[config.mk]
export PLATFORM = sky130hd
export DESIGN_NAME = szamologep_p
export DESIGN_NICKNAME = d
export VERILOG_FILES = /design/src/rtl/szamologep_p.sv
export SDC_FILE = /design/constraint.sdc
export NUM_CORES = 1
export LEC_CHECK = 0
export ABC_CLOCK_PERIOD_IN_PS = 11100
export BUFFER_PORTS_ARGS = -buffer_cell sky130_fd_sc_hd__buf_2
export CAP_MARGIN = 20
export CORE_MARGIN = 3
export CORE_UTILIZATION = 50
export CTS_CLUSTER_DIAMETER = 60
export CTS_CLUSTER_SIZE = 20
export DETAILED_ROUTE_END_ITERATION = 12
export GPL_TIMING_DRIVEN = 0
export PLACE_DENSITY = 0.67
export SLEW_MARGIN = 20
export SYNTH_ARGS = -nofsm -noshare
export SYNTH_HDL_FRONTEND = slang
export SYNTH_SLANG_ARGS = --single-unit
[constraint.sdc]
create_clock -name clk -period 11.1 [get_ports clk]
set_clock_uncertainty 0.15 [all_clocks]
set_input_delay 0 -clock clk [delete_from_list [all_inputs] [get_ports clk]]
set_output_delay 0 -clock clk [all_outputs]
set_load 0.1 [all_outputs]
[src/rtl/szamologep_p.sv]
// szamologep_p: four-button calculator with synchronised, edge-detected buttons and a chaining entry FSM
module szamologep_p #(
    parameter int DATA_W      = 8,
    parameter int SYNC_STAGES = 2
) (
    input  logic              clk,
    input  logic              reset,
    input  logic [DATA_W-1:0] dip_sw,
    input  logic [3:0]        btn,
    output logic [DATA_W-1:0] leds,
    output logic [2:0]        flags,
    output logic [2:0]        state,
    output logic              res_vld
);
    typedef enum logic [2:0] {IDLE = 3'd0, HAVE_A = 3'd1, HAVE_OP = 3'd2, HAVE_B = 3'd3, RESULT = 3'd4} state_t;
    state_t st;
    logic [SYNC_STAGES-1:0][3:0] sync;
    logic [SYNC_STAGES-1:0]      flush;
    logic [3:0]                  prev, arm, ev;
    logic                        one_ev;
    logic [DATA_W-1:0]           a, b, result, alu_r;
    logic [2:0]                  op;
    logic                        alu_c, alu_e;
    logic [DATA_W:0]             sum, diff;
    logic [2*DATA_W-1:0]         prod;
    // a button only arms once it has been seen released after the synchroniser has flushed post-reset
    always_ff @(posedge clk) begin
        if (!reset) begin
            sync  <= '0;
            prev  <= '0;
            arm   <= '0;
            flush <= '0;
        end else begin
            sync  <= {sync[SYNC_STAGES-2:0], btn};
            prev  <= sync[SYNC_STAGES-1];
            flush <= {flush[SYNC_STAGES-2:0], 1'b1};
            arm   <= arm | ({4{flush[SYNC_STAGES-1]}} & ~sync[SYNC_STAGES-1]);
        end
    end
    assign ev     = sync[SYNC_STAGES-1] & ~prev & arm;
    assign one_ev = (ev != 4'd0) && ((ev & (ev - 4'd1)) == 4'd0);
    assign sum    = {1'b0, a} + {1'b0, b};
    assign diff   = {1'b0, a} - {1'b0, b};
    assign prod   = {{DATA_W{1'b0}}, a} * {{DATA_W{1'b0}}, b};
    always_comb begin
        alu_r = '0;
        alu_c = 1'b0;
        alu_e = 1'b0;
        case (op)
            3'd0: begin alu_r = sum[DATA_W-1:0];  alu_c = sum[DATA_W]; end
            3'd1: begin alu_r = diff[DATA_W-1:0]; alu_c = diff[DATA_W]; end
            3'd2: begin alu_r = prod[DATA_W-1:0]; alu_c = |prod[2*DATA_W-1:DATA_W]; end
            3'd3: alu_r = a & b;
            3'd4: alu_r = a | b;
            3'd5: alu_r = a ^ b;
            default: alu_e = 1'b1;
        endcase
    end
    always_ff @(posedge clk) begin
        if (!reset) begin
            st      <= IDLE;
            a       <= '0;
            b       <= '0;
            op      <= '0;
            result  <= '0;
            leds    <= '0;
            flags   <= '0;
            res_vld <= 1'b0;
        end else begin
            res_vld <= 1'b0;
            if (one_ev) begin
                if (ev[3]) begin
                    a    <= dip_sw;
                    leds <= dip_sw;
                    st   <= HAVE_A;
                end else if (ev[2] && (st == HAVE_A || st == RESULT)) begin
                    if (st == RESULT) a <= result;
                    op   <= dip_sw[2:0];
                    leds <= {{(DATA_W-3){1'b0}}, dip_sw[2:0]};
                    st   <= HAVE_OP;
                end else if (ev[1] && st == HAVE_OP) begin
                    b    <= dip_sw;
                    leds <= dip_sw;
                    st   <= HAVE_B;
                end else if (ev[0] && st == HAVE_B) begin
                    result  <= alu_r;
                    leds    <= alu_r;
                    flags   <= {alu_e, alu_c, alu_r == '0};
                    res_vld <= 1'b1;
                    st      <= RESULT;
                end
            end
        end
    end
    assign state = st;
endmodule

==> results.cfg <==
[critical_path]
critPathTopFamily = adder cells
crit_start = a[5]
endpoint = flags[1]
rr_worst_depth = 16
slowest_delay_ns = 0.55
worst_ep_required_time_ns = 11.14
worst_path_most_repeated_cell = fa_1
reg2reg_slack_ns = 5.70
cp_data_arrival_time_ns = 5.44
cp_max_fo = 7
cp-start-kind = register
crit_cells = 16
r2r-end = flags[1]
worstSetupPathType = register to register
critPathSlowestCell = fa_1
crit_buf_inv = 3
r2r_start = a[5]
crit_chain = inv_1 > nor2_1 > fa_1 > inv_1 > fa_1 > fa_1 > fa_1 > inv_1 > ha_1 > o21ai_0 > a21boi_0 > o22ai_1 > xor2_1 > o211ai_1 > nor4_1 > o211ai_1
setup.worst_path.end_class = register

[global_route]
grt_pass1_vias = 5072
grtUsageTotal_pct = 25.3
antenna_found_initial = 0
grt_pass1_wl_um = 26000
grt_overflow_total = 0
grt_max_degree = 11

[synthesis]
yosysTopAreaCell = dfxtp_1
netlist.area_leader.share_pct = 21.0
synth_common_cells = nor2_1, inv_1, nand2_1
synth.avg_cell_area_um2 = 8.22
ys_seq_area_share_pct = 21.0
synth-edff-count = 0
synthDistinctLibCells = 79
synthCells = 697
ys.flop_type = dfxtp_1
syn_nets = 809
synth-async-reset-ratio_pct = 0
yosysMostFrequentCell = nor2_1
yosysWarnings = 0
synth_area_leaders = dfxtp_1, fa_1, ha_1, nor2_1, inv_1
ys_ff_latch = 60
synth.cell_area_um2 = 5730

[min_path]
whs_path_depth = 2
hp-class = input pin to register

[detailed_routing]
ant_nets = 0
viasPerCell = 5.75
drt_wl_total_um = 15900
via_count = 5144
dr.pass1.iters = 5
first_iter_violations = 319
drc_errors = 0
wire_per_inst_um = 17.7

[clock_network]
cts-buffers-inserted = 9
clock_path_buffers = 2
h-tree-depth = 3
cts_tree = built
clk_pin_slew_worst_paths_ns = 0.06
cts_resized = 0
cts_root_buf = clkbuf_16
clk_latency_ns = 0.33
cts.sinks = 60

[floorplan]
fp.coreArea_um2 = 11000
ios = 29
rows = 38
die-area_um2 = 12800
start_util_pct = 52.0
die_h_um = 113
fp.dieW_um = 113

[place]
dp_hpwl_um = 12500
placed_cell_area_um2 = 6050
place_congestion = 0.908
port-buffer-count = 28

[power]
peakVddDrop_uv = 123
power.leakage_nw = 2.86
powerDensity_nw_per_um2 = 84.8

[timing]
holdWs_ns = 0.222
max_slew_margin_pct = 51.3
hold_viol_final = 0
timing.fmax_mhz = 185
period_needed_ns = 5.40
rsz0062_at_grt = no
tightest_slew_ns = 0.724
slew_violations = 0
period_share_pct = 48.6
setup_tns_ns = 0
setup_viol = 0

[final_layout]
nets = 861
syn_to_final_growth_pct = 13.6
diodes = 0
drive_gt1_share_pct = 10.6
fin_area_um2 = 6510

[outcome]
status = complete, no violations

[job]
drv_cap = 0
-- metrics by stage --
stage / cells / setup WS, ns / power (W) / utilization (%)
after floorplan: 697 / 6.69 / 0.000237 / -
after global placement: 865 / 5.79 / 0.000244 / 54.8
after detailed placement: 865 / 5.67 / 0.000245 / 54.8
after CTS: 894 / 5.66 / 0.000552 / 59.0
after global routing: 894 / 5.31 / 0.000561 / 59.0
final: 894 / 5.70 / 0.000552 / 59.0
-- layout by cell type (no fill, tap or decap), drive strengths merged, types with 4 or more instances in the layout --
cell         synthesis  routed
a22oi                4       4
and2                12      12
dlygate4sd3          0      13
buf                 13      41
nand2               73      73
a21oi               31      31
clkinv               2       4
xnor2                7       7
ha                  60      60
a211oi              12      12
o21ai               25      25
fa                  38      38
o211ai               6       6
o22ai                5       5
nand4                4       4
a31oi                6       6
nor2                99      99
nor3b                4       4
dfxtp               60      60
nor2b                7       7
nand3                6       6
a21o                 6       6
clkbuf              15      27
o31ai                5       5
nor4                 5       5
mux2i               19      19
inv                 87      87
nor3                13      13
nand2b              13      13
a311oi               9       9
nand3b               5       5
-- worst min path at each step --
stage / from / end / slack [ns]
after floorplan: reset / flush[0] / -0.12
after detailed placement: reset / flush[0] / 0.002
after global routing: reset / flush[0] / 0.23
after CTS: reset / flush[0] / 0.20
after global placement: reset / flush[0] / 0.001
final: reset / flush[0] / 0.22
-- per-layer routing --
metal  GRT usage (%)  vias up  wire, um
li1                -     2467         -
met1            34.6     2456      7120
met2            42.3      187      7400
met3            2.46       34       943
met4            8.41        0       401
met5               0        -         0
-- final cells by class --
type | instances | area [um^2]
tap | 140 | 175
buffer | 28 | 159
clock buffer | 12 | 267
fill | 1009 | 4520
inverter | 89 | 334
multi-input combinational | 520 | 4040
sequential | 60 | 1200
timing repair buffer | 41 | 270
clock inverter | 4 | 70.1
-- flip-flops by register name (all words and copies together) (netlist names) --
name	flops
arm	4
a	8
flush	2
result	8
state	3
prev	4
res_vld	1
b	8
flags	3
leds	8
op	3
sync	8
-- timing repair --
| item | 4_1_cts | 5_1_grt |
|---|---|---|
| setup buffers | 0 | 0 |
| hold buffers | 13 | 0 |
| endpoints found under the hold margin | 33 | 0 |
-- cells by family (layout without fill, tap and decap cells) --
kind of cell / after synthesis / in the layout / synth area share [%]
and+or+nand+nor: 254 / 254 / 21.1
AOI/OAI and AO/OA: 136 / 136 / 17.3
xor gates and xnor gates: 9 / 9 / 1.38
muxes: 23 / 23 / 4.30
DFF: 60 / 60 / 21.0
adders and majority gates: 98 / 98 / 26.4
buffers and inverters: 117 / 174 / 8.60
-- power by group --
group | switching, W | total (W) | leakage [nW] | internal [W]
sequential | 0.00000244 | 0.000222 | 0.487 | 0.000219
clock | 0.0000942 | 0.000308 | 0.169 | 0.000214
combinational | 0.0000133 | 0.0000226 | 2.20 | 0.00000934
Power figures use the tool's default switching activity.
